**src/rtl/cpu_lsu_pkg.sv**
```systemverilog
`default_nettype none
// cpu_lsu_pkg: access-size encodings, FSM states and byte-lane helpers for the load/store unit.
// Rev 1.0
package cpu_lsu_pkg;

   localparam logic [1:0] SIZE_B = 2'b00;
   localparam logic [1:0] SIZE_H = 2'b01;
   localparam logic [1:0] SIZE_W = 2'b10;

   typedef enum logic [2:0] {
      ST_IDLE   = 3'd0,
      ST_ACCESS = 3'd1,
      ST_RMW_RD = 3'd2,
      ST_RMW_WR = 3'd3,
      ST_RESP   = 3'd4
   } state_t;

   function automatic logic [3:0] be_gen(input logic [1:0] size, input logic [1:0] lane);
      logic [3:0] be;
      case (size)
         SIZE_B:  be = 4'b0001 << lane;
         SIZE_H:  be = 4'b0011 << lane;
         default: be = 4'hF;
      endcase
      return be;
   endfunction

   function automatic logic [31:0] merge(input logic [31:0] old_word,
                                         input logic [31:0] new_word,
                                         input logic [3:0]  be);
      logic [31:0] word;
      for (int b = 0; b < 4; b++) begin
         word[8*b +: 8] = be[b] ? new_word[8*b +: 8] : old_word[8*b +: 8];
      end
      return word;
   endfunction

   // Size encoding 2'b11 behaves as a word access.
   function automatic logic misaligned(input logic [1:0] size, input logic [1:0] lane);
      logic mis;
      case (size)
         SIZE_B:  mis = 1'b0;
         SIZE_H:  mis = lane[0];
         default: mis = |lane;
      endcase
      return mis;
   endfunction

endpackage
`default_nettype wire

```
**src/rtl/cpu_lsu_lane_align.sv**
```systemverilog
`default_nettype none
// lsu_lane_align: load extract/extend and store replicate/merge for one 32-bit bus word.
// Rev 1.0
module lsu_lane_align
   import cpu_lsu_pkg::*;
(
   input  logic [1:0]  size_i,
   input  logic        unsigned_i,
   input  logic [1:0]  lane_i,
   input  logic [31:0] rdata_i,
   input  logic [31:0] wdata_i,
   output logic [31:0] load_o,
   output logic [31:0] store_o,
   output logic [31:0] merged_o,
   output logic [3:0]  be_o
);

   logic [7:0]  w_byte;
   logic [15:0] w_half;

   assign w_byte = rdata_i[{lane_i, 3'b000} +: 8];
   assign w_half = rdata_i[{lane_i[1], 4'b0000} +: 16];

   always_comb begin
      load_o = rdata_i;
      case (size_i)
         SIZE_B:  load_o = {{24{w_byte[7] & ~unsigned_i}}, w_byte};
         SIZE_H:  load_o = {{16{w_half[15] & ~unsigned_i}}, w_half};
         default: load_o = rdata_i;
      endcase
   end

   always_comb begin
      store_o = wdata_i;
      case (size_i)
         SIZE_B:  store_o = {4{wdata_i[7:0]}};
         SIZE_H:  store_o = {2{wdata_i[15:0]}};
         default: store_o = wdata_i;
      endcase
   end

   assign be_o     = be_gen(size_i, lane_i);
   // The old word is the bus read data captured during the read half of a read-modify-write.
   assign merged_o = merge(rdata_i, store_o, be_o);

endmodule
`default_nettype wire

```
**src/rtl/cpu_lsu.sv**
```systemverilog
`default_nettype none
// cpu_lsu: load/store unit between the core datapath and a variable-latency req/ready bus.
// Rev 1.0
module cpu_lsu
   import cpu_lsu_pkg::*;
#(
   parameter int AW      = 32,
   parameter bit BYTE_EN = 1'b1,
   parameter int TIMEOUT = 255
) (
   input  logic          cpu_clk,
   input  logic          cpu_rst,
   input  logic          req_valid,
   input  logic          req_we,
   input  logic [1:0]    req_size,
   input  logic          req_unsigned,
   input  logic [AW-1:0] req_addr,
   input  logic [31:0]   req_wdata,
   output logic          req_ready,
   output logic          stall,
   output logic          rsp_valid,
   output logic [31:0]   rsp_rdata,
   output logic          misalign,
   output logic          bus_err,
   output logic          Bus_req,
   output logic [AW-1:0] Bus_addr,
   output logic          Bus_wen,
   output logic [31:0]   Bus_wdata,
   output logic [3:0]    Bus_be,
   input  logic          Bus_ready,
   input  logic [31:0]   Bus_rdata
);

   localparam int            CW      = (TIMEOUT > 1) ? $clog2(TIMEOUT) : 1;
   localparam logic [CW-1:0] CNT_MAX = CW'((TIMEOUT > 0) ? TIMEOUT - 1 : 0);

   state_t        state_q, state_d;
   logic [AW-1:0] addr_q, addr_d;
   logic [1:0]    size_q, size_d;
   logic          uns_q, uns_d;
   logic          we_q, we_d;
   logic [31:0]   wdata_q, wdata_d;
   logic [31:0]   rdata_q, rdata_d;
   logic [31:0]   merged_q, merged_d;
   logic          mis_q, mis_d;
   logic          err_q, err_d;
   logic [CW-1:0] cnt_q, cnt_d;

   logic [31:0]   w_load;
   logic [31:0]   w_store;
   logic [31:0]   w_merged;
   logic [3:0]    w_be;
   logic          w_timeout;
   logic          w_sub_store;

   lsu_lane_align u_align (
      .size_i     (size_q),
      .unsigned_i (uns_q),
      .lane_i     (addr_q[1:0]),
      .rdata_i    (Bus_rdata),
      .wdata_i    (wdata_q),
      .load_o     (w_load),
      .store_o    (w_store),
      .merged_o   (w_merged),
      .be_o       (w_be)
   );

   always_ff @(posedge cpu_clk or negedge cpu_rst) begin
      if (!cpu_rst) begin
         state_q  <= ST_IDLE;
         addr_q   <= '0;
         size_q   <= SIZE_W;
         uns_q    <= 1'b0;
         we_q     <= 1'b0;
         wdata_q  <= '0;
         rdata_q  <= '0;
         merged_q <= '0;
         mis_q    <= 1'b0;
         err_q    <= 1'b0;
         cnt_q    <= '0;
      end else begin
         state_q  <= state_d;
         addr_q   <= addr_d;
         size_q   <= size_d;
         uns_q    <= uns_d;
         we_q     <= we_d;
         wdata_q  <= wdata_d;
         rdata_q  <= rdata_d;
         merged_q <= merged_d;
         mis_q    <= mis_d;
         err_q    <= err_d;
         cnt_q    <= cnt_d;
      end
   end

   // A ready in the final counted cycle still wins over the timeout.
   assign w_timeout   = (TIMEOUT != 0) && (cnt_q == CNT_MAX);
   assign w_sub_store = req_we && ((req_size == SIZE_B) || (req_size == SIZE_H));

   always_comb begin
      state_d  = state_q;
      addr_d   = addr_q;
      size_d   = size_q;
      uns_d    = uns_q;
      we_d     = we_q;
      wdata_d  = wdata_q;
      rdata_d  = rdata_q;
      merged_d = merged_q;
      mis_d    = mis_q;
      err_d    = err_q;
      cnt_d    = cnt_q;

      case (state_q)
         ST_IDLE: begin
            if (req_valid) begin
               addr_d  = req_addr;
               size_d  = req_size;
               uns_d   = req_unsigned;
               we_d    = req_we;
               wdata_d = req_wdata;
               rdata_d = '0;
               mis_d   = 1'b0;
               err_d   = 1'b0;
               cnt_d   = '0;
               if (misaligned(req_size, req_addr[1:0])) begin
                  mis_d   = 1'b1;
                  state_d = ST_RESP;
               end else if (!BYTE_EN && w_sub_store) begin
                  state_d = ST_RMW_RD;
               end else begin
                  state_d = ST_ACCESS;
               end
            end
         end

         ST_ACCESS: begin
            if (Bus_ready) begin
               if (!we_q) begin
                  rdata_d = w_load;
               end
               state_d = ST_RESP;
            end else if (w_timeout) begin
               err_d   = 1'b1;
               state_d = ST_RESP;
            end else begin
               cnt_d = cnt_q + 1'b1;
            end
         end

         ST_RMW_RD: begin
            if (Bus_ready) begin
               merged_d = w_merged;
               cnt_d    = '0;
               state_d  = ST_RMW_WR;
            end else if (w_timeout) begin
               err_d   = 1'b1;
               state_d = ST_RESP;
            end else begin
               cnt_d = cnt_q + 1'b1;
            end
         end

         ST_RMW_WR: begin
            if (Bus_ready) begin
               state_d = ST_RESP;
            end else if (w_timeout) begin
               err_d   = 1'b1;
               state_d = ST_RESP;
            end else begin
               cnt_d = cnt_q + 1'b1;
            end
         end

         ST_RESP: state_d = ST_IDLE;

         default: state_d = ST_IDLE;
      endcase
   end

   assign req_ready = (state_q == ST_IDLE);
   assign rsp_valid = (state_q == ST_RESP);
   assign stall     = req_valid & ~rsp_valid;
   assign rsp_rdata = rsp_valid ? rdata_q : 32'h0;
   assign misalign  = rsp_valid & mis_q;
   assign bus_err   = rsp_valid & err_q;

   assign Bus_req   = (state_q == ST_ACCESS) || (state_q == ST_RMW_RD) || (state_q == ST_RMW_WR);
   assign Bus_addr  = {addr_q[AW-1:2], 2'b00};
   assign Bus_wen   = ((state_q == ST_ACCESS) && we_q) || (state_q == ST_RMW_WR);
   assign Bus_wdata = !Bus_wen ? 32'h0 : ((state_q == ST_RMW_WR) ? merged_q : w_store);

   generate
      if (BYTE_EN) begin : g_be_strobe
         assign Bus_be = Bus_wen ? w_be : 4'hF;
      end else begin : g_be_const
         assign Bus_be = 4'hF;
      end
   endgenerate

endmodule
`default_nettype wire

```
**config.mk**
```make
export PLATFORM = sky130hd
export DESIGN_NAME = cpu_lsu
export DESIGN_NICKNAME = d
export VERILOG_FILES = /design/src/rtl/cpu_lsu_pkg.sv /design/src/rtl/cpu_lsu_lane_align.sv /design/src/rtl/cpu_lsu.sv
export SDC_FILE = /design/constraint.sdc
export NUM_CORES = 1
export LEC_CHECK = 0
export BUFFER_PORTS_ARGS = -buffer_cell sky130_fd_sc_hd__buf_2
export CORE_MARGIN = 2
export CORE_UTILIZATION = 25
export CTS_CLUSTER_SIZE = 40
export DETAILED_ROUTE_END_ITERATION = 12
export GPL_ROUTABILITY_DRIVEN = 0
export PLACE_DENSITY = 0.47
export SYNTH_ARGS = -nofsm -noshare
export SYNTH_HDL_FRONTEND = slang
export SYNTH_SLANG_ARGS = --single-unit
```
**constraint.sdc**
```tcl
create_clock -name cpu_clk -period 2.6 [get_ports cpu_clk]
set_input_delay 0.26 -clock cpu_clk [delete_from_list [all_inputs] [get_ports cpu_clk]]
set_output_delay 0.26 -clock cpu_clk [all_outputs]
set_load 0.02 [all_outputs]
```
Word-level counts from Yosys, hierarchy flattened
Cells that the tools add are included.
{ "totals": {"reg_bits": 145, "output_inout_bits": 107} }
{ "op_classes": {"n_reduce_logical": 18, "n_addsub": 1, "muxes": 34, "n_eq_ne": 13, "bitwise_logic": 7, "n_shift": 4} }
{ "op_table": {"columns": ["cell", "count"], "rows": [
  ["two-way mux 32 bit", 6],
  ["one-hot mux 32 bit (2 select lines)", 3],
  ["two-way mux 8 bit", 8],
  ["variable part select 32 x 6 -> 16 bit", 1],
  ["variable part select 32 x 6 -> 8 bit", 1],
  ["one-hot mux 8 bit (3 select lines)", 1],
  ["two-way mux 3 bit", 5],
  ["!= test 2 bit (second input constant)", 5],
  ["one-hot mux 3 bit (3 select lines)", 1],
  ["adder 8 x 1 -> 8 bit (second input constant)", 1],
  ["== test 8 bit (second input constant)", 1],
  ["one-hot mux 4 bit (2 select lines)", 1],
  ["AND reduction 4 bit", 2],
  ["== test 3 x 2 -> 1 bit (second input constant)", 2],
  ["two-way mux 1 bit", 6],
  ["AND 1 bit", 5],
  ["== test 2 x 1 -> 1 bit (second input constant)", 2],
  ["zero test 2 bit", 2],
  ["two-way mux 4 bit", 1],
  ["one-hot mux 1 bit (2 select lines)", 2],
  ["AND reduction 2 bit", 2],
  ["nonzero test 2 bit", 2],
  ["OR reduction 2 bit", 2],
  ["left shift 1 x 2 -> 4 bit (first input constant)", 1],
  ["other kinds (11)", 14]
]} }

Longest topological paths before layout
Gate-level depths: netlist of run 1.
{ "logic_depth": {"depth_word": 7, "mapped_depth": 8, "ltp_nobuf": 6} }

Cells and area by module
Synthesis of run 1 repeated with hierarchy kept, for this count alone.
{ "hier_totals": {"cells_unflattened": 987, "area_unflattened_um2": 8444.3} }
{ "by_module_without_submodules": {"columns": ["module", "cells_per_inst", "area_per_inst_um2", "instances", "seq_area_each_um2"], "rows": [
  ["cpu_lsu", 773, 6775.2, 1, 3629.7],
  ["lsu_lane_align", 214, 1669.1, 1, 0.0]
]} }

Worst setup path before layout of run 1
Ideal clock, no wire load.
{ "synth_path": {"path_type": "reg-to-output", "start": "reg size_q[1]", "end": "out Bus_wdata[16]", "arrival_time_ns": 1.827, "path_stages_with_launch": 5, "path_slack_ns": 0.513, "n_path_buf": 2, "path_cell_list": "dfstp_2 clkbuf_1 buf_2 mux2i_1 a211oi_1"} }
{ "synth_via": {"elab_chain_cells": 4, "word_cells_on_any_way": 5, "cone_classes": "eq/ne: 1; mux: 3; reduce/logical: 1"} }
{ "synth_rtl": {"columns": ["item", "line_no", "source"], "rows": [
  ["from (decl)", "cpu_lsu.sv:39", "logic [1:0] size_q, size_d;"],
  ["from (signal assigned)", "cpu_lsu.sv:84", "size_q <= size_d;"],
  ["== test 2 x 1 -> 1 bit / zero test 2 bit (equally long branches)", "cpu_lsu_lane_align.sv:35", "case (size_i)"],
  ["one-hot mux 32 bit (2 select lines) (*)", "cpu_lsu_lane_align.sv:35", null],
  ["two-way mux 32 bit (*) (2 in a row)", "cpu_lsu.sv:190", "assign Bus_wdata = !Bus_wen ? 32'h0 : ((state_q == ST_RMW_WR) ? merged_q : w_store);"],
  ["to (decl)", "cpu_lsu.sv:28", "output logic [31:0] Bus_wdata,"]
]} }
Every way passes the cells marked *; elsewhere a longest branch is shown, timed or not.

Worst setup path after layout of run 1
{ "layout_path": {"start": "reg state_q[2]", "end": "out Bus_wdata[0]"} }
{ "layout_via": {"elab_chain_cells": 4, "word_cells_on_any_way": 6, "cone_classes": "eq/ne: 2; mux: 2; reduce/logical: 2"} }
{ "layout_rtl": {"columns": ["item", "line_no", "source"], "rows": [
  ["from (decl)", "cpu_lsu.sv:37", "state_t state_q, state_d;"],
  ["from (signal assigned)", "cpu_lsu.sv:82", "state_q <= state_d;"],
  ["== test 3 x 1 -> 1 bit", "cpu_lsu.sv:189", "assign Bus_wen = ((state_q == ST_ACCESS) && we_q) || (state_q == ST_RMW_WR);"],
  ["logical AND 1 bit", "cpu_lsu.sv:189", null],
  ["logical OR 1 bit", "cpu_lsu.sv:189", null],
  ["two-way mux 32 bit (*)", "cpu_lsu.sv:190", null]
]} }
Marked as above.

==> results.md, run 1 <==
* Status: completed
* Via/cell ratio at 4.83
* P_leak at 5.21 nW
* Die H at 182 um
* Pwr Density at 1190 mW/mm^2
* CP required at 2.34 ns
* Final Skew at 0.0110 ns
* Primary FF master, synth: dfrtp_1
* P_sw at 5.05 mW
* Yosys reg bits at 145
* Boundary pin count at 211
* Fin. max-slew vios at 0
* Switch share at 43.2%
* Fin crit share at 96.1%
* Worst Setup EP: Bus_wdata[0]
* Hold WS at 0.0195 ns
* Post-CTS Setup Repair Bufs at 0
* VDD IR max at 0.583 mV
* Kind of critical path: reg2out
* Root Buffer: clkbuf_16
* CTS sink count at 145
* CP startpoint: state_q[2]
* HPWL after DPL at 20,600 um
* Post-synth EDFFs at 0
* CTS tree: built
* Port bufs at 208
* RSZ-0062 raised after global routing: false
* Layout cell share with drive strength beyond 1 at 29.7%
* Least-Margin Pin Slew at 1.15 ns
* Post-synth ARST share at 100%
* Min cycle time layout at 2.50 ns
* Final wirelength at 28,100 um
* Die ar. at 0.0331 mm^2
* Power Total at 11.7 mW
* Antenna diodes at 0
* CTS max path bufs at 2
* Width of the die at 182 um
* Setup crit end kind: output port
* Area grow syn2layout at 23.8%
* CP max FO at 11
* Synth cell count leaders: nand2_1, dfrtp_1, mux2i_1, clkbuf_1, o21ai_0
* Initial Util at 25.2%
* First-pass iteration count of the detailed router at 5
* Syn. warnings at 0
* Clock latency on the worst-skew pair at 0.42 ns
* Final WS setup at 0.100 ns
* Syn Std Cell Area at 0.00792 mm^2
* Clock slew at reported path FFs at 0.07 ns
* Startpoint Class: register
* R2R setup slack at 0.50 ns
* Setup TNS at 0 ns
* Internal power at 6.63 mW
* Combinational power share at 43.2%
* First-pass GRT wire length at 42,600 um
* Clock share of power at 22.5%
* Hold Vio Cnt, Final at 0
* Seq pwr share at 34.4%
* Vias in the first global route at 6,787
* Hold Path Class: in2reg
* Yosys cell types at 54
* Worst r2r src: state_q[2]
* Vias post-DR at 7,070
* Final Setup Violations at 0
* Largest net degree at the start of global routing at 78
* Gr ovfl total at 0
* Area contributors post-synth: dfrtp_1, nand2_1, mux2i_1, a221o_1, buf_4
* GRT Total Usage at 16.9%
* Top cell type by total area after synthesis: dfrtp_1
* Mean routed wirelength per cell at 19.2 um
* Rows at 65
* Seq/Total Area, Yosys at 45.8%
* Worst Path Arrival at 2.24 ns
* Count leader, synth: nand2_1
* Core Region at 0.0314 mm^2
* Num CTS Buffers at 17
* RR Endpoint: rdata_q[27]
* Final ANT Viol Nets at 0
* Dpl ws at 0.470 ns
* Relative slew slack at 22.8%
* # H-tree levels at 4
* Final nets at 1,156
* DR DRC count at 0
* Maxcap violations at 0
* Worst-case reg-to-reg path depth at 4
* Syn_area_per_cell at 8.86 um^2
* FMAX at 400 MHz
* Starting DRT DRC Count at 577
* Yosys top cell area share at 45.5%
* Initial antenna violation count at 0
* Fillers at 3,374
* Synthesized netlist cell count at 894
## power by group through the flow
stage               combinational [mW]  clock, mW  sequential [mW]
CTS                               5.08       2.69             4.00
global placement                  5.01          0             4.04
detailed placement                5.07          0             4.04
floorplan                         3.94          0             3.68
finish                            5.04       2.62             4.02
global route                      5.56       2.79             4.13
## what timing repair did
item                                    CTS  global route
hold endpoints to repair                 27             0
endpoints found under the setup margin    0             3
gates resized for setup                   0             1
hold buffers                              1             0
## cell usage in the layout, fill, tap and decap left out, types with 3 or more instances in the layout
cell type,n
o221a_2,8
a21oi_1,35
buf_4,24
dfrtp_1,144
o21ai_0,39
nor2b_1,5
inv_1,30
nand3_1,10
a21o_1,10
mux2_2,17
nor2_1,31
a221o_1,24
bufinv_16,3
clkinv_4,3
o22ai_1,8
buf_2,207
a211oi_1,10
a41o_1,3
mux2i_1,48
and3_1,35
or2_2,6
o21ai_1,14
mux4_2,8
nor3_1,3
clkbuf_16,17
a31oi_1,10
clkinv_2,3
nand2_1,258
## worst max-delay path, cell delays in order, from the launching register on
cell and delay, ns:
dfrtp_1 0.38, nor2b_1 0.33, and2_1 0.48, nand2_1 0.12
a21oi_1 0.28, buf_2 0.23
## routing by layer
metal / track usage, % / share of wire, % / wire (um) / vias to the layer above
li1: - / - / - / 3339
met1: 23.9 / 47 / 13300 / 3446
met2: 26.3 / 45 / 12800 / 252
met3: 3.35 / 5.4 / 1520 / 33
met4: 4.55 / 2.0 / 561 / 0
met5: 0 / 0 / 0 / -
## registers in the layout, indices dropped and copies added (netlist names)
| signal | count |
|---|---|
| mis_q | 1 |
| state_q | 3 |
| size_q | 2 |
| cnt_q | 8 |
| uns_q | 1 |
| merged_q | 32 |
| addr_q | 32 |
| wdata_q | 32 |
| we_q | 1 |
| err_q | 1 |
| rdata_q | 32 |
## final cells by class
cell class                 count  area, um^2  share of cell area, %
inverter                      33         124                   1.26
sequential                   145        3630                   37.0
tap                          402         503                   5.13
multi-input combinational    617        3650                   37.2
clock buffer                  18         429                   4.38
timing repair buffer         236        1290                   13.1
clock inverter                14         179                   1.82
## kinds of logic (layout without fill, tap and decap cells)
kind of cell	after synthesis	in the layout	synth area share, %
compound gates	176	176	15.3
fa+ha+maj	2	2	0.316
buf+inv	133	301	8.23
flops	145	145	45.8
mux	73	73	10.8
other cells	1	2	0.0473
simple gates	364	364	19.6
## metrics by stage
step                      instance area [um^2]  cells  utilization [%]
after detailed placement                  9180   1432             29.3
after floorplan                           7930    895                -
after global placement                    9180   1432             29.3
after CTS                                 9800   1465             31.2
after global routing                      9800   1465             31.2
final                                     9800   1465             31.2
## how the worst min path moves through the flow
stage / start / to / slack (ns) / cells past startpoint
after floorplan: cpu_rst / addr_q[0] / -0.04 / 0
after global placement: cpu_rst / rdata_q[4] / 0.17 / 1
after detailed placement: cpu_rst / rdata_q[4] / 0.18 / 1
after CTS: req_addr[29] / addr_q[29] / 0.003 / 3
after global routing: req_wdata[23] / wdata_q[23] / 0.008 / 3
final: req_addr[4] / addr_q[4] / 0.02 / 3
No activity file was read; power rests on OpenSTA's default activity.
==> run 2: changes to the inputs <==
ABC_AREA = 1   (was default)
SLEW_MARGIN = 20   (was default)
==> run 2 against run 1 <==
Net effect: combinational power is 9.9% lower; highest routed layer is now met5; largest cell class is now sequential cells; global-route usage is 0.72 points higher; setup slack better by 0.041 ns; critical path depth is 3 higher; hold slack worse by 0.0040 ns; clock skew is 0.0040 ns higher; power is 11% lower; synthesized cell count is 31% higher.
==> results.md, run 2 <==
* Post-synth EDFFs at 0 (unchanged)
* Met3 usage at 4.52% (was 3.35%)
* Fin crit share at 94.6% (was 96.1%)
* Yosys reg bits at 145 (unchanged)
* Gr ovfl total at 0 (unchanged)
* XOR/XNOR Fraction of Synth Area at 0% (unchanged)
* Core Region at 0.0316 mm^2 (was 0.0314 mm^2)
* Most crowded layer after global routing: met2 (unchanged)
* Die ar. at 0.0337 mm^2 (was 0.0331 mm^2)
* Top cell type by total area after synthesis: dfrtp_1 (unchanged)
* Largest net degree at the start of global routing at 57 (was 78)
* Layout Cells excl Fill at 1,770 (was 1,465)
* Final wirelength at 29,400 um (was 28,100 um)
* Syn Std Cell Area at 0.00806 mm^2 (was 0.00792 mm^2)
* Final ANT Viol Nets at 0 (unchanged)
* Yosys cell types at 33 (was 54)
* Boundary pin count at 211 (unchanged)
* Post-synth ARST share at 100% (unchanged)
* Root Buffer: clkbuf_16 (unchanged)
* Post-Synth Simple-Gate Area at 30.2% (was 19.6%)
* Pwr Density at 1030 mW/mm^2 (was 1190 mW/mm^2)
* RSZ-0062 raised after global routing: true (was false)
* Compound-gate portion of the synthesized area at 13.1% (was 15.3%)
* CP required at 2.34 ns (about the same)
* CTS max path bufs at 2 (unchanged)
* DR DRC count at 0 (unchanged)
* FMAX at 407 MHz (was 400 MHz)
* Initial Util at 25.5% (was 25.2%)
* Num CTS Buffers at 17 (unchanged)
* Syn_area_per_cell at 6.88 um^2 (was 8.86 um^2)
* Largest family of logic cells by synthesized area: simple AND/OR/NAND/NOR gates (unchanged)
* Width of the die at 184 um (was 182 um)
* # H-tree levels at 4 (unchanged)
* Rows at 65 (unchanged)
* Most frequent cells in the layout: nand2_1, buf_2, dfrtp_1 (unchanged)
* VDD IR max at 0.481 mV (was 0.583 mV)
* Final Skew at 0.0150 ns (was 0.0110 ns)
* Count leader, synth: nand2_1 (unchanged)
* Starting DRT DRC Count at 682 (was 577)
* GRT Total Usage at 17.6% (was 16.9%)
* Min cycle time layout at 2.46 ns (was 2.50 ns)
* Layout cell share with drive strength beyond 1 at 21.5% (was 29.7%)
* Kind of critical path: reg2out (unchanged)
* Mean routed wirelength per cell at 16.6 um (was 19.2 um)
* Die H at 184 um (was 182 um)
* Hold Path Class: in2reg (unchanged)
* Worst Path Arrival at 2.20 ns (was 2.24 ns)
* Final Setup Violations at 0 (unchanged)
* Final core utilization at 31.8% (was 31.2%)
* Fillers at 3,504 (was 3,374)
* FF+latch area at 0.00363 mm^2 (unchanged)
* Placed Cells at 1,722 (was 1,432)
* Vias in the first global route at 7,714 (was 6,787)
* HPWL after DPL at 22,200 um (was 20,600 um)
* Grt met1 use at 24.5% (was 23.9%)
* Relative slew slack at 26.5% (was 22.8%)
* Met2 Track Usage GR at 27.2% (was 26.3%)
* Initial antenna violation count at 6 (was 0)
* Mux cell area share after synthesis at 0% (was 10.8%)
* Least-Margin Pin Slew at 1.10 ns (was 1.15 ns)
* R2R setup slack at 0.60 ns (was 0.50 ns)
* Seq/Total Area, Yosys at 45.0% (was 45.8%)
* Primary FF master, synth: dfrtp_1 (unchanged)
* Syn. warnings at 0 (unchanged)
* Final nets at 1,458 (was 1,156)
* First-pass GRT wire length at 45,000 um (was 42,600 um)
* Post-CTS Setup Repair Bufs at 0 (unchanged)
* Area grow syn2layout at 24.9% (was 23.8%)
* Startpoint Class: register (unchanged)
* P_leak at 5.37 nW (was 5.21 nW)
* Area contributors post-synth: dfrtp_1, nand2_1, o21ai_0, nor2_1, inv_1 (was dfrtp_1, nand2_1, mux2i_1, a221o_1, buf_4)
* Via/cell ratio at 4.46 (was 4.83)
* Synth cell count leaders: nand2_1, dfrtp_1, nor2_1, o21ai_0, inv_1 (was nand2_1, dfrtp_1, mux2i_1, clkbuf_1, o21ai_0)
* CTS sink count at 145 (unchanged)
* Vias post-DR at 7,890 (was 7,070)
* Hold Vio Cnt, Final at 0 (unchanged)
* Clock latency on the worst-skew pair at 0.44 ns (was 0.42 ns)
* Setup TNS at 0 ns (unchanged)
* Status: completed (unchanged)
* CTS tree: built (unchanged)
* Yosys top cell area share at 44.7% (was 45.5%)
* Clock slew at reported path FFs at 0.07 ns (about the same)
* Synth Area in Adders at 0.311% (was 0.316%)
* CP max FO at 12 (was 11)
* Synthesized netlist cell count at 1,171 (was 894)
* Fin. max-slew vios at 0 (unchanged)
* Commonest non-fill, non-tap cell in the layout: nand2_1 (unchanged)
* Maxcap violations at 0 (unchanged)
* Setup crit end kind: output port (unchanged)
* First-pass iteration count of the detailed router at 5 (unchanged)
* Port bufs at 208 (unchanged)
* Multi-input logic area at 0.00356 mm^2 (was 0.00365 mm^2)
-- run 2: changes by cell type after synthesis, moves of 17 or more --
cell / change
and3_1: -35
nand2_1: +187
a221o_1: -24
mux2_2: -17
mux2i_1: -48
inv_1: +72
nor2_1: +107
clkbuf_1: -24
o21ai_0: +95
-- run 2: timing repair --
action                                  4_1_cts  5_1_grt
cloned                                        0        1
gates resized for setup                       5        8
endpoints found under the setup margin       11       22
hold buffers                                 12        0
endpoints found under the hold margin        49        0
-- run 2: cell type report --
| class | count | area share (%) |
|---|---|---|
| timing repair inverter | 1 | 0.0497 |
| sequential | 145 | 36.1 |
| timing repair buffer | 244 | 13.5 |
| tap | 402 | 5.00 |
| clock buffer | 17 | 4.23 |
| inverter | 111 | 4.31 |
| multi-input combinational | 832 | 35.4 |
| antenna | 3 | 0.0746 |
| clock inverter | 15 | 1.40 |
-- run 2: power by group --
group	internal, mW	total [mW]	switching, mW
sequential	2.90	3.37	0.472
combinational	1.30	4.54	3.24
clock	1.28	2.45	1.17
total	5.48	10.4	4.88
-- run 2: metrics by stage --
step	hold WS, ns	area, um^2	power, mW	setup slack [ns]
finish	0.0156	10100	10.4	0.141
global route	0.0204	10100	11.2	-0.0105
CTS	0.000636	10000	10.4	0.00433
detailed placement	0.225	9310	7.89	0.282
global placement	0.221	9310	7.89	0.306
floorplan	-0.0356	8060	6.59	0.512
-- run 2: metal layers --
| metal | part of all wire, % | vias up | routed length, um |
|---|---|---|---|
| met4 | 1.6 | 6 | 460 |
| met3 | 7.9 | 30 | 2330 |
| met5 | 0.16 | - | 46 |
| met2 | 44 | 292 | 13000 |
| li1 | - | 3971 | - |
| met1 | 46 | 3591 | 13600 |
-- run 2: cells by family after synthesis --
group | Yosys count
AND/OR/NAND/NOR | 625
AO/OA/AOI/OAI | 203
buffers and inverters | 195
flip-flops | 145
adder cells (fa/ha/maj) | 2
other | 1
-- run 2: worst paths after layout --
| path | depth (start not counted) | startpoint | endpoint |
|---|---|---|---|
| max | 8 | state_q[2] | Bus_wdata[15] |
| min | 3 | req_addr[2] | addr_q[2] |
| max reg2reg | 6 | state_q[2] | merged_q[24] |
| min reg2reg | 2 | rdata_q[26] | rdata_q[26] |
| max in group asynchronous | 3 | cpu_rst | addr_q[5] |
| min in group asynchronous | 2 | cpu_rst | wdata_q[25] |
-- run 2: critical path: stages, from the launching register on --
cell and delay, ns:
dfrtp_1 0.44, inv_1 0.13, nand2_2 0.11, inv_2 0.12, o21ai_4 0.13, bufinv_8 0.27
o21ai_0 0.12, a31oi_2 0.26, buf_4 0.20
==> run 3: changes to the inputs <==
CORE_MARGIN = default   (was 2)
==> run 3 against run 2 <==
Net effect: first-iteration DRC count decreased by 0.73%; critical path depth shrank 1; non-clock buffer count increased by 3; register-to-register slack worse by 0.10 ns; power increased by 0.94%; design area increased by 0.21%; core utilization up 0.067 points; routed wire length fell by 1.7%; combinational power about the same; die area shrank 2.2%.
==> results.md, run 3 (same netlist as run 2, synthesis figures left out) <==
* Die H at 182 um (was 184 um)
* Width of the die at 182 um (was 184 um)
* Final Setup Violations at 0 (unchanged)
* First-pass iteration count of the detailed router at 6 (was 5)
* Setup TNS at 0 ns (unchanged)
* CTS max path bufs at 2 (unchanged)
* Area grow syn2layout at 25.2% (was 24.9%)
* Hold WS at 0.00873 ns (was 0.0156 ns)
* CP required at 2.34 ns (about the same)
* Least-Margin Pin Slew at 1.09 ns (was 1.10 ns)
* Status: completed (unchanged)
* Mean routed wirelength per cell at 16.3 um (was 16.6 um)
* Combinational power share at 43.4% (was 43.8%)
* Pwr Density at 1040 mW/mm^2 (was 1030 mW/mm^2)
* Kind of critical path: reg2out (unchanged)
* Clock share of power at 24.4% (was 23.7%)
* Worst hold stages at 3 (unchanged)
* Fin. max-slew vios at 0 (unchanged)
* Seq pwr share at 32.1% (was 32.5%)
* Port bufs at 208 (unchanged)
* Most frequent cells in the layout: nand2_1, buf_2, dfrtp_1 (unchanged)
* # H-tree levels at 4 (unchanged)
* RSZ-0062 raised after global routing: true (unchanged)
* Num CTS Buffers at 17 (unchanged)
* Fin crit share at 96.1% (was 94.6%)
* Internal power at 5.58 mW (was 5.48 mW)
* P_sw at 4.88 mW (about the same)
* Initial Util at 25.5% (unchanged)
* First-pass GRT wire length at 44,700 um (was 45,000 um)
* Via/cell ratio at 4.48 (was 4.46)
* Worst Path Arrival at 2.24 ns (was 2.20 ns)
* Vias post-DR at 7,930 (was 7,890)
* Core Region at 0.0316 mm^2 (unchanged)
* Die ar. at 0.0330 mm^2 (was 0.0337 mm^2)
* CTS tree: built (unchanged)
* Relative slew slack at 27.6% (was 26.5%)
* Worst-case reg-to-reg path depth at 8 (was 6)
* Largest net degree at the start of global routing at 88 (was 57)
* FF+latch area at 0.00363 mm^2 (about the same)
* Min cycle time layout at 2.50 ns (was 2.46 ns)
* Maxcap violations at 0 (unchanged)
* Switch share at 46.7% (was 47.1%)
* Initial antenna violation count at 5 (was 6)
* Final Skew at 0.0165 ns (was 0.0150 ns)
* GRT Total Usage at 17.8% (was 17.6%)
* Hold Vio Cnt, Final at 0 (unchanged)
* Boundary pin count at 211 (unchanged)
* Multi-input logic area at 0.00353 mm^2 (was 0.00356 mm^2)
* VDD IR max at 0.513 mV (was 0.481 mV)
* Placed cell areas at 0.00932 mm^2 (was 0.00931 mm^2)
* P_leak at 5.38 nW (was 5.37 nW)
* Rows at 65 (unchanged)
* CP max FO at 17 (was 12)
* Final ANT Viol Nets at 0 (unchanged)
* Starting DRT DRC Count at 677 (was 682)
* Startpoint Class: register (unchanged)
* Setup crit end kind: output port (unchanged)
* Fillers at 3,478 (was 3,504)
* Hold Path Class: in2reg (unchanged)
* Vias in the first global route at 7,623 (was 7,714)
* DR DRC count at 0 (unchanged)
* Commonest non-fill, non-tap cell in the layout: nand2_1 (unchanged)
* Root Buffer: clkbuf_16 (unchanged)
* CTS sink count at 145 (unchanged)
* Gr ovfl total at 0 (unchanged)
* Clock slew at reported path FFs at 0.07 ns (about the same)
* Final wirelength at 28,900 um (was 29,400 um)
* HPWL after DPL at 21,600 um (was 22,200 um)
* Clock latency on the worst-skew pair at 0.44 ns (about the same)
* Final nets at 1,460 (was 1,458)
* FMAX at 400 MHz (was 407 MHz)
* Post-route cell area at 0.0101 mm^2 (about the same)
* Layout cell share with drive strength beyond 1 at 21.2% (was 21.5%)
## run 3: cell type report
type                       instances  share of cell area (%)
sequential                       145                    36.0
multi-input combinational        832                    35.0
timing repair buffer             247                    13.9
tap                              402                    4.99
clock buffer                      17                    4.22
inverter                         111                    4.22
clock inverter                    15                    1.62
antenna                            2                  0.0496
## run 3: path summary, 6_finish.rpt
path,to,from,slack [ns]
max,Bus_wdata[29],size_q[0],0.10
min,wdata_q[23],req_wdata[23],0.009
max reg2reg,addr_q[1],state_q[1],0.50
min reg2reg,rdata_q[15],rdata_q[15],0.48
max in group asynchronous,size_q[1],cpu_rst,1.46
min in group asynchronous,wdata_q[28],cpu_rst,0.35
## run 3: critical path: stages, from the launching register on
cell and delay (ns):
dfrtp_1 0.42, nor2_1 0.36, buf_4 0.31, nand2_1 0.10, o21ai_0 0.13, inv_1 0.11
a31oi_1 0.18, buf_2 0.20
## run 3: per-layer routing
layer	global-route usage [%]	wire (um)	part of all wire, %
met4	3.39	284	0.98
met3	4.99	1960	6.8
met2	27.2	12700	44
met1	24.9	14000	48
met5	0	21	0.073
## run 3: repair_timing
action,4_1_cts,5_1_grt
resized for setup,3,6
hold endpoints to repair,62,1
hold buffers,12,1
setup endpoints to repair,13,9
cloned,0,0
setup buffers,3,0
## run 3: metrics by stage
| stage | util [%] | setup WS, ns | power (mW) | std cells |
|---|---|---|---|---|
| CTS | 31.8 | 0.0452 | 10.5 | 1768 |
| global placement | 29.5 | 0.362 | 7.85 | 1721 |
| finish | 31.9 | 0.101 | 10.5 | 1771 |
| global route | 31.9 | -0.0383 | 11.2 | 1769 |
| floorplan | - | 0.512 | 6.59 | 1172 |
| detailed placement | 29.5 | 0.331 | 7.86 | 1721 |
## run 3: power by group through the flow
| stage | Sequential, mW | Combinational, mW | Clock, mW |
|---|---|---|---|
| after floorplan | 3.20 | 3.39 | 0 |
| after global placement | 3.38 | 4.48 | 0 |
| after detailed placement | 3.37 | 4.49 | 0 |
| after CTS | 3.35 | 4.54 | 2.63 |
| after global routing | 3.44 | 5.06 | 2.71 |
| final | 3.36 | 4.54 | 2.56 |
